File: src/rtl/mult_pkg.sv
// Shared definitions for the multiplier datapath and its product accumulator:
// FSM state encodings and default datapath widths.
package mult_pkg;

  localparam int WIDTH_DEF     = 4;   // multiplier operand width
  localparam int ACC_WIDTH_DEF = 16;  // accumulator width, >= 2*WIDTH
  localparam int CNT_WIDTH_DEF = 4;   // term-count field width

  typedef enum logic [1:0] {
    ST_IDLE = 2'd0,
    ST_ACC  = 2'd1,
    ST_DONE = 2'd2
  } state_e;

endpackage : mult_pkg

File: src/rtl/prod_accum_add.sv
// N-bit ripple-carry adder assembled from 1-bit full adders.
// Used by prod_accum to add a zero-extended product to the accumulator.
module prod_accum_add #(
  parameter int N = 16
) (
  input  logic [N-1:0] a,
  input  logic [N-1:0] b,
  output logic [N-1:0] sum,
  output logic         cout
);

  logic [N:0] carry;

  assign carry[0] = 1'b0;

  // One full adder per bit; the carry ripples from bit 0 upward.
  for (genvar i = 0; i < N; i++) begin : g_fa
    assign sum[i]       = a[i] ^ b[i] ^ carry[i];
    assign carry[i + 1] = (a[i] & b[i]) | (carry[i] & (a[i] ^ b[i]));
  end

  assign cout = carry[N];

endmodule : prod_accum_add

File: src/rtl/prod_accum.sv
// Product accumulator: sums a programmed number of unsigned products into a
// wider accumulator and presents the result with a sticky overflow flag.
// Optional feature: define PROD_ACCUM_SAT_EN to saturate the accumulator at
// all-ones on carry-out instead of wrapping.
module prod_accum
  import mult_pkg::*;
#(
  parameter int WIDTH     = WIDTH_DEF,
  parameter int ACC_WIDTH = ACC_WIDTH_DEF,  // must be >= 2*WIDTH
  parameter int CNT_WIDTH = CNT_WIDTH_DEF
) (
  input  logic                   clk,
  input  logic                   rst,
  input  logic                   start,
  input  logic [CNT_WIDTH-1:0]   len,
  input  logic                   in_valid,
  input  logic [2*WIDTH-1:0]     in_prod,
  output logic                   in_ready,
  output logic                   out_valid,
  output logic [ACC_WIDTH-1:0]   out_acc,
  output logic                   out_ovf,
  input  logic                   out_ready,
  output logic                   busy
);

  state_e                 state_q, state_d;
  logic [ACC_WIDTH-1:0]   acc_q, acc_d;
  logic                   ovf_q, ovf_d;
  logic [CNT_WIDTH-1:0]   remaining_q, remaining_d;

  logic [ACC_WIDTH-1:0]   prod_ext;
  logic [ACC_WIDTH-1:0]   sum;
  logic                   carry_out;

  assign prod_ext = ACC_WIDTH'(in_prod);

  prod_accum_add #(.N(ACC_WIDTH)) u_add (
    .a    (acc_q),
    .b    (prod_ext),
    .sum  (sum),
    .cout (carry_out)
  );

  // Next-state, accumulator and counter update for the IDLE/ACC/DONE sequence.
  always_comb begin
    // NOTE: every _d gets its hold value first so no path can infer a latch.
    state_d     = state_q;
    acc_d       = acc_q;
    ovf_d       = ovf_q;
    remaining_d = remaining_q;

    case (state_q)
      ST_IDLE: begin
        if (start) begin
          acc_d       = '0;
          ovf_d       = 1'b0;
          remaining_d = len;
          state_d     = (len == '0) ? ST_DONE : ST_ACC;
        end
      end

      ST_ACC: begin
        if (in_valid) begin
`ifdef PROD_ACCUM_SAT_EN
          // Once clamped, stay at all-ones for the rest of the accumulation.
          acc_d = (carry_out || ovf_q) ? '1 : sum;
`else
          acc_d = sum;
`endif
          ovf_d       = ovf_q | carry_out;
          remaining_d = remaining_q - 1'b1;
          if (remaining_q == CNT_WIDTH'(1)) begin
            state_d = ST_DONE;
          end
        end
      end

      ST_DONE: begin
        if (out_ready) begin
          state_d = ST_IDLE;
        end
      end

      default: state_d = ST_IDLE;
    endcase
  end

  // State registers; reset aborts any accumulation and discards the partial sum.
  always_ff @(posedge clk or posedge rst) begin
    // NOTE: non-blocking assignments so every flop samples pre-edge values.
    if (rst) begin
      state_q     <= ST_IDLE;
      acc_q       <= '0;
      ovf_q       <= 1'b0;
      remaining_q <= '0;
    end else begin
      state_q     <= state_d;
      acc_q       <= acc_d;
      ovf_q       <= ovf_d;
      remaining_q <= remaining_d;
    end
  end

  // Outputs are decoded from registers only; no input reaches them combinationally.
  assign in_ready  = (state_q == ST_ACC);
  assign out_valid = (state_q == ST_DONE);
  assign busy      = (state_q != ST_IDLE);
  assign out_acc   = acc_q;
  assign out_ovf   = ovf_q;

endmodule : prod_accum

File: config.mk
export PLATFORM = sky130hd
export DESIGN_NAME = prod_accum
export DESIGN_NICKNAME = d
export VERILOG_FILES = /design/src/rtl/mult_pkg.sv /design/src/rtl/prod_accum_add.sv /design/src/rtl/prod_accum.sv
export SDC_FILE = /design/constraint.sdc
export NUM_CORES = 1
export LEC_CHECK = 0
export CAP_MARGIN = 20
export CORE_ASPECT_RATIO = 1.5
export CORE_UTILIZATION = 45
export DETAILED_ROUTE_END_ITERATION = 12
export PLACE_DENSITY = 0.73
export SLEW_MARGIN = 20
export SYNTH_ARGS = -nofsm -noshare
export SYNTH_HDL_FRONTEND = slang
export SYNTH_HIERARCHICAL = 1
export SYNTH_SLANG_ARGS = --single-unit
File: constraint.sdc
create_clock -name clk -period 10.4 [get_ports clk]
set_input_delay 1.56 -clock clk [delete_from_list [all_inputs] [get_ports clk]]
set_output_delay 1.56 -clock clk [all_outputs]
set_load 0.01 [all_outputs]
# Yosys cells after proc, flatten, opt, wreduce, memory -nomap -nowiden
# Index checks and enable logic that the tools add are counted.
[word_totals]
rom_bits = 0
mem_bits_rw = 0
latchBits = 0
ff_bits = 23
inputBits = 17
n_memories = 0
word_cells = 87
output_inout_bits = 20
[op_classes]
mux = 15
n_mul = 0
n_lt_le_gt_ge = 0
reduce_logical = 6
div_mod_pow = 0
eq_ne = 7
add_sub_neg = 1
bitwise_logic = 54
shift = 0
[op_table]
columns = ["cell", "n"]
rows = [
  ["$mux W16", 2],
  ["$pmux W16 S2", 1],
  ["$and A1 B1 Y1", 23],
  ["$xor A1 B1 Y1", 23],
  ["$mux W2", 5],
  ["$mux W4", 2],
  ["$or A1 B1 Y1", 8],
  ["$pmux W4 S2", 1],
  ["$pmux W2 S3", 1],
  ["$eq A4 B1 Y1 const B", 1],
  ["$logic_not A4 Y1", 1],
  ["$ne A2 B1 Y1 const B", 2],
  ["$ne A2 B2 Y1 const B", 2],
  ["$reduce_and A4 Y1", 1],
  ["$reduce_bool A2 Y1", 2],
  ["$sub A4 B1 Y4 const B", 1],
  ["$reduce_and A3 Y1", 1],
  ["$eq A2 B1 Y1 const B", 1],
  ["$eq A2 B2 Y1 const B", 1],
  ["$logic_not A2 Y1", 1],
  ["$mux W1", 2],
  ["$pmux W1 S2", 1],
]

# Longest topological paths before layout
[logic_depth]
ltp_word = 26
depth_mapped = 22
ltp_nobuf = 22

# Cells and area by module
# Netlist, hierarchy kept.
[by_module_without_submodules]
columns = ["module", "seq_area_each_um2", "instances", "cells_each", "area_per_inst_um2"]
rows = [
  ["prod_accum", 575.6, 1, 89, 1051.0],
  ["prod_accum_add", 0.0, 1, 26, 350.3],
]

# Worst setup path after synthesis
# No wires, ideal clock.
[synth_path]
kind = "input to register"
start = "in in_prod[0]"
end = "reg acc_q[15], in the netlist out_acc[15]"
path_buffers = 0
setup_time_ps = 65
t_arrival_ps = 7484
path_slack_ps = 2851
t_required_ps = 10335
path_stages = 21
path_cell_list = "ha_1 -> inv_1 -> fa_1 -> inv_1 -> fa_1 -> fa_1 -> fa_1 -> fa_1 -> fa_1 -> fa_1 -> fa_1 -> fa_1 -> fa_1 -> fa_1 -> fa_1 -> fa_1 -> fa_1 -> inv_1 -> fa_1 -> inv_1 -> a22o_1"
[synth_via]
elab_chain_len = 25
[synth_rtl]
columns = ["element", "line_no", "text"]
rows = [
  ["from (decl)", "prod_accum.sv:17", "input logic [2*WIDTH-1:0] in_prod,"],
  ["$and A1 B1 Y1 (2 in series)", "prod_accum_add.sv:19", "assign carry[i + 1] = (a[i] & b[i]) | (carry[i] & (a[i] ^ b[i]));"],
  ["$or A1 B1 Y1", "prod_accum_add.sv:19", ""],
  ["$and A1 B1 Y1", "prod_accum_add.sv:19", ""],
  ["$or A1 B1 Y1", "prod_accum_add.sv:19", ""],
  ["$and A1 B1 Y1", "prod_accum_add.sv:19", ""],
  ["$or A1 B1 Y1", "prod_accum_add.sv:19", ""],
  ["$and A1 B1 Y1", "prod_accum_add.sv:19", ""],
  ["$or A1 B1 Y1", "prod_accum_add.sv:19", ""],
  ["(+3 left out)", "--", ""],
  ["$or A1 B1 Y1", "prod_accum_add.sv:19", ""],
  ["$and A1 B1 Y1", "prod_accum_add.sv:19", ""],
  ["$or A1 B1 Y1", "prod_accum_add.sv:19", ""],
  ["$and A1 B1 Y1 (7 in series)", "prod_accum_add.sv:19", ""],
  ["$xor A1 B1 Y1", "prod_accum_add.sv:18", "assign sum[i] = a[i] ^ b[i] ^ carry[i];"],
  ["via sum[15]", "prod_accum.sv:32", "logic [ACC_WIDTH-1:0] sum;"],
  ["$mux W16", "prod_accum.sv:63", "if (in_valid) begin"],
  ["$pmux W16 S2", "prod_accum.sv:52", "case (state_q)"],
  ["to (signal assigned)", "prod_accum.sv:93", "acc_q <= '0;"],
  ["to (signal assigned)", "prod_accum.sv:98", "acc_q <= acc_d;"],
  ["to (decl)", "prod_accum.sv:27", "logic [ACC_WIDTH-1:0] acc_q, acc_d;"],
]
# The timed path passes the listed nets, and every way through them passes these cells. The select of a mux whose other input is x is not followed.
# A chain may end at the register's enable or synchronous reset.

# Worst setup path in the final report
# Ends and elaborated chain as after synthesis.

==> results.json <==
{
  "outcome": "completed",
  "post-route-period-util_pct": 77.5,
  "cap_violations": 0,
  "synth_largest_area_cell": "dfrtp_1",
  "htreeDepth": 1,
  "final_common_cell": "clkdlybuf4s50_1",
  "crit_type": "primary input to register",
  "startpoint": "in_prod[0]",
  "p_total_mw": 0.513,
  "cp_common_cell": "fa_1",
  "powerDensity_nw_per_um2": 277,
  "grt_max_degree": 24,
  "dp_hpwl_mm": 2.09,
  "slew_violations": 0,
  "tightest_slew_ns": 0.847,
  "numClockSinks": 23,
  "ys_seq_elements": 23,
  "hold_slack_ns": 0.540,
  "arrival_ns": 8.26,
  "synth_area_leaders": "dfrtp_1, fa_1, a22o_1",
  "final_cell_mix": "clkdlybuf4s50_1, dfrtp_1, inv_1",
  "wl_per_cell_um": 13.9,
  "syn_inst": 115,
  "fillers": 255,
  "critical_path_buf_inv_count": 5,
  "cts_tree": "done",
  "setup_violations": 0,
  "r2r_start": "out_acc[0]",
  "end_kind": "register",
  "initial_core_util_pct": 47.6,
  "multiInputGateArea_um2": 754,
  "finClkSkew_ns": 0.00651,
  "cts_buffers": 3,
  "finish.utilization_pct": 62.8,
  "critPathMaxStageDelay_ns": 0.42,
  "path_cells": "clkdlybuf4s50_1 -> ha_1 -> inv_1 -> fa_1 -> inv_1 -> fa_1 -> fa_1 -> fa_1 -> fa_1 -> fa_1 -> fa_1 -> fa_1 -> fa_1 -> fa_1 -> fa_1 -> fa_1 -> fa_1 -> fa_1 -> inv_1 -> fa_1 -> inv_1 -> a22o_1",
  "first_global_vias": 1105,
  "avgSynthCellArea_um2": 12.2,
  "io_pins": 37,
  "synthesis.area_um2": 1400,
  "critPathSlowestCell": "fa_1",
  "first_pass_iters": 4,
  "initialDrtViolationCount": 17,
  "grt_pass1_wl_mm": 4.61,
  "cts_hold_buffers": 0,
  "cts.clk_slew.worst_paths_ns": 0.08,
  "register_area_um2": 576,
  "postCtsSetupBuffers": 0,
  "clock_path_buffers": 2,
  "clock.fmax_ghz": 0.124,
  "grt_use_total_pct": 18.6,
  "core-area_um2": 2940,
  "yosys.cell_types.count": 35,
  "cts_root_buf": "clkbuf_8",
  "yosys_warnings": 6,
  "dieArea_um2": 3350,
  "die_w_um": 47.6,
  "cts_resized": 0,
  "critPathTopFamily": "adder cells",
  "synth.yosys.seq_area_share_pct": 41.1,
  "holdCritStartpoint": "out_acc[1]",
  "crit_path_start_kind": "primary input",
  "fin_crit_ns": 8.06,
  "diodes": 0,
  "crit_required_ns": 10.60,
  "rows": 24,
  "hold_class": "register to register",
  "die_h_um": 70.3,
  "area_growth_pct": 32.0,
  "viasPerCell": 5.29,
  "globalplace.congestion": 0.713,
  "grt_overflow": 0,
  "drive_above_1_share_pct": 3.21,
  "hold_viol": 0,
  "drc_errors": 0,
  "antenna_left": 0,
  "cp_max_fo": 1,
  "antenna_found_initial": 0,
  "numPortBuffers": 36,
  "max-slew-margin-rel_pct": 43.4,
  "tns_ns": 0,
  "wl_mm": 2.70,
  "yosysTopAreaCellShare_pct": 41.1,
  "rsz0062_at_grt": "false",
  "insertion_delay_ns": 0.26,
  "p_leak_nw": 0.839,
  "worst_slack_ns": 2.34,
  "route.vias.total": 1032,
  "pre_cts_slack_ns": 2.09,
  "peakVddDrop_mv": 0.142,
  "nNetsFinal": 192
}
[worst register-to-register path, cell delays in order, from the launching register on]
cell     delay, ns
dfrtp_1       0.41
ha_1          0.20
inv_1         0.06
fa_1          0.16
inv_1         0.05
fa_1          0.37
fa_1          0.39
fa_1          0.39
fa_1          0.40
fa_1          0.40
fa_1          0.41
fa_1          0.42
fa_1          0.42
fa_1          0.40
fa_1          0.39
fa_1          0.39
fa_1          0.39
fa_1          0.39
inv_1         0.08
fa_1          0.41
inv_1         0.07
a22o_1        0.13
[state kept, by name (all words and copies together), names as in the netlist]
register	flops
remaining_q	4
state_q	2
out_acc	16
out_ovf	1
[worst paths after layout]
path / to / slack (ns) / cells past startpoint
min in group asynchronous: out_ovf / 1.77 / 2
hold / removal: out_acc[1] / 0.54 / 1
setup reg to reg: out_acc[15] / 3.62 / 21
max in group asynchronous: out_acc[5] / 8.10 / 2
setup / recovery: out_acc[15] / 2.34 / 22
hold reg to reg: out_acc[1] / 0.54 / 1
[power breakdown]
part / total (mW) / internal, mW / switching [mW]
Sequential: 0.179 / 0.131 / 0.0478
Clock: 0.0531 / 0.0266 / 0.0265
Combinational: 0.281 / 0.160 / 0.121
[metrics by stage]
| step | area (um^2) | std cells |
|---|---|---|
| 3_3_place_gp | 1800 | 191 |
| 6_report | 1850 | 195 |
| 3_5_place_dp | 1800 | 191 |
| 5_1_grt | 1850 | 195 |
| 2_1_floorplan | 1430 | 122 |
| 4_1_cts | 1850 | 195 |
[final cells by class]
class	instances	share of cell area [%]
Clock buffer	3	2.23
Sequential cell	23	31.1
Clock inverter	1	0.271
Inverter	17	3.45
Multi-Input combinational cell	76	40.8
Tap cell	39	2.64
Timing Repair Buffer	36	19.5
[synthesized netlist by cell type]
master and count:
nand2b_1 1, a22o_1 16, conb_1 1, fa_1 15, a211o_1 2, and2b_1 1, or4_1 1, nor4bb_1 1
nor2_1 2, nand2_1 1, or2b_1 1, buf_2 3, or3b_1 1, dfrtp_1 23, and4_1 1, clkbuf_1 2
a21oi_1 2, nor2b_1 1, o41ai_1 1, o21ai_0 1, a31o_1 1, nor4_1 2, o22ai_1 1, o22a_1 1
buf_6 1, mux2_2 1, ha_1 3, or3_1 1, a211oi_1 1, nor4b_1 1, or2_1 2, and2_1 1
inv_1 17, a31oi_1 2, mux2i_1 3
[cells by family (layout without fill, tap and decap cells)]
logic type | count (synthesis) | count (layout) | synth area share (%)
other | 1 | 8 | 0.268
adder cells (fa/ha/maj) | 18 | 18 | 24.1
multiplexers | 4 | 4 | 2.95
AO/OA/AOI/OAI | 28 | 28 | 16.1
buffers and inverters | 23 | 57 | 6.96
AND/OR/NAND/NOR | 18 | 18 | 8.57
flip-flops | 23 | 23 | 41.1
[layer usage]
layer	global-route usage [%]	wire, um
met4	4.01	14
met2	33.2	1490
met1	22.8	1080
met5	0	0
met3	2.33	113
Power figures use the tool's default switching activity.
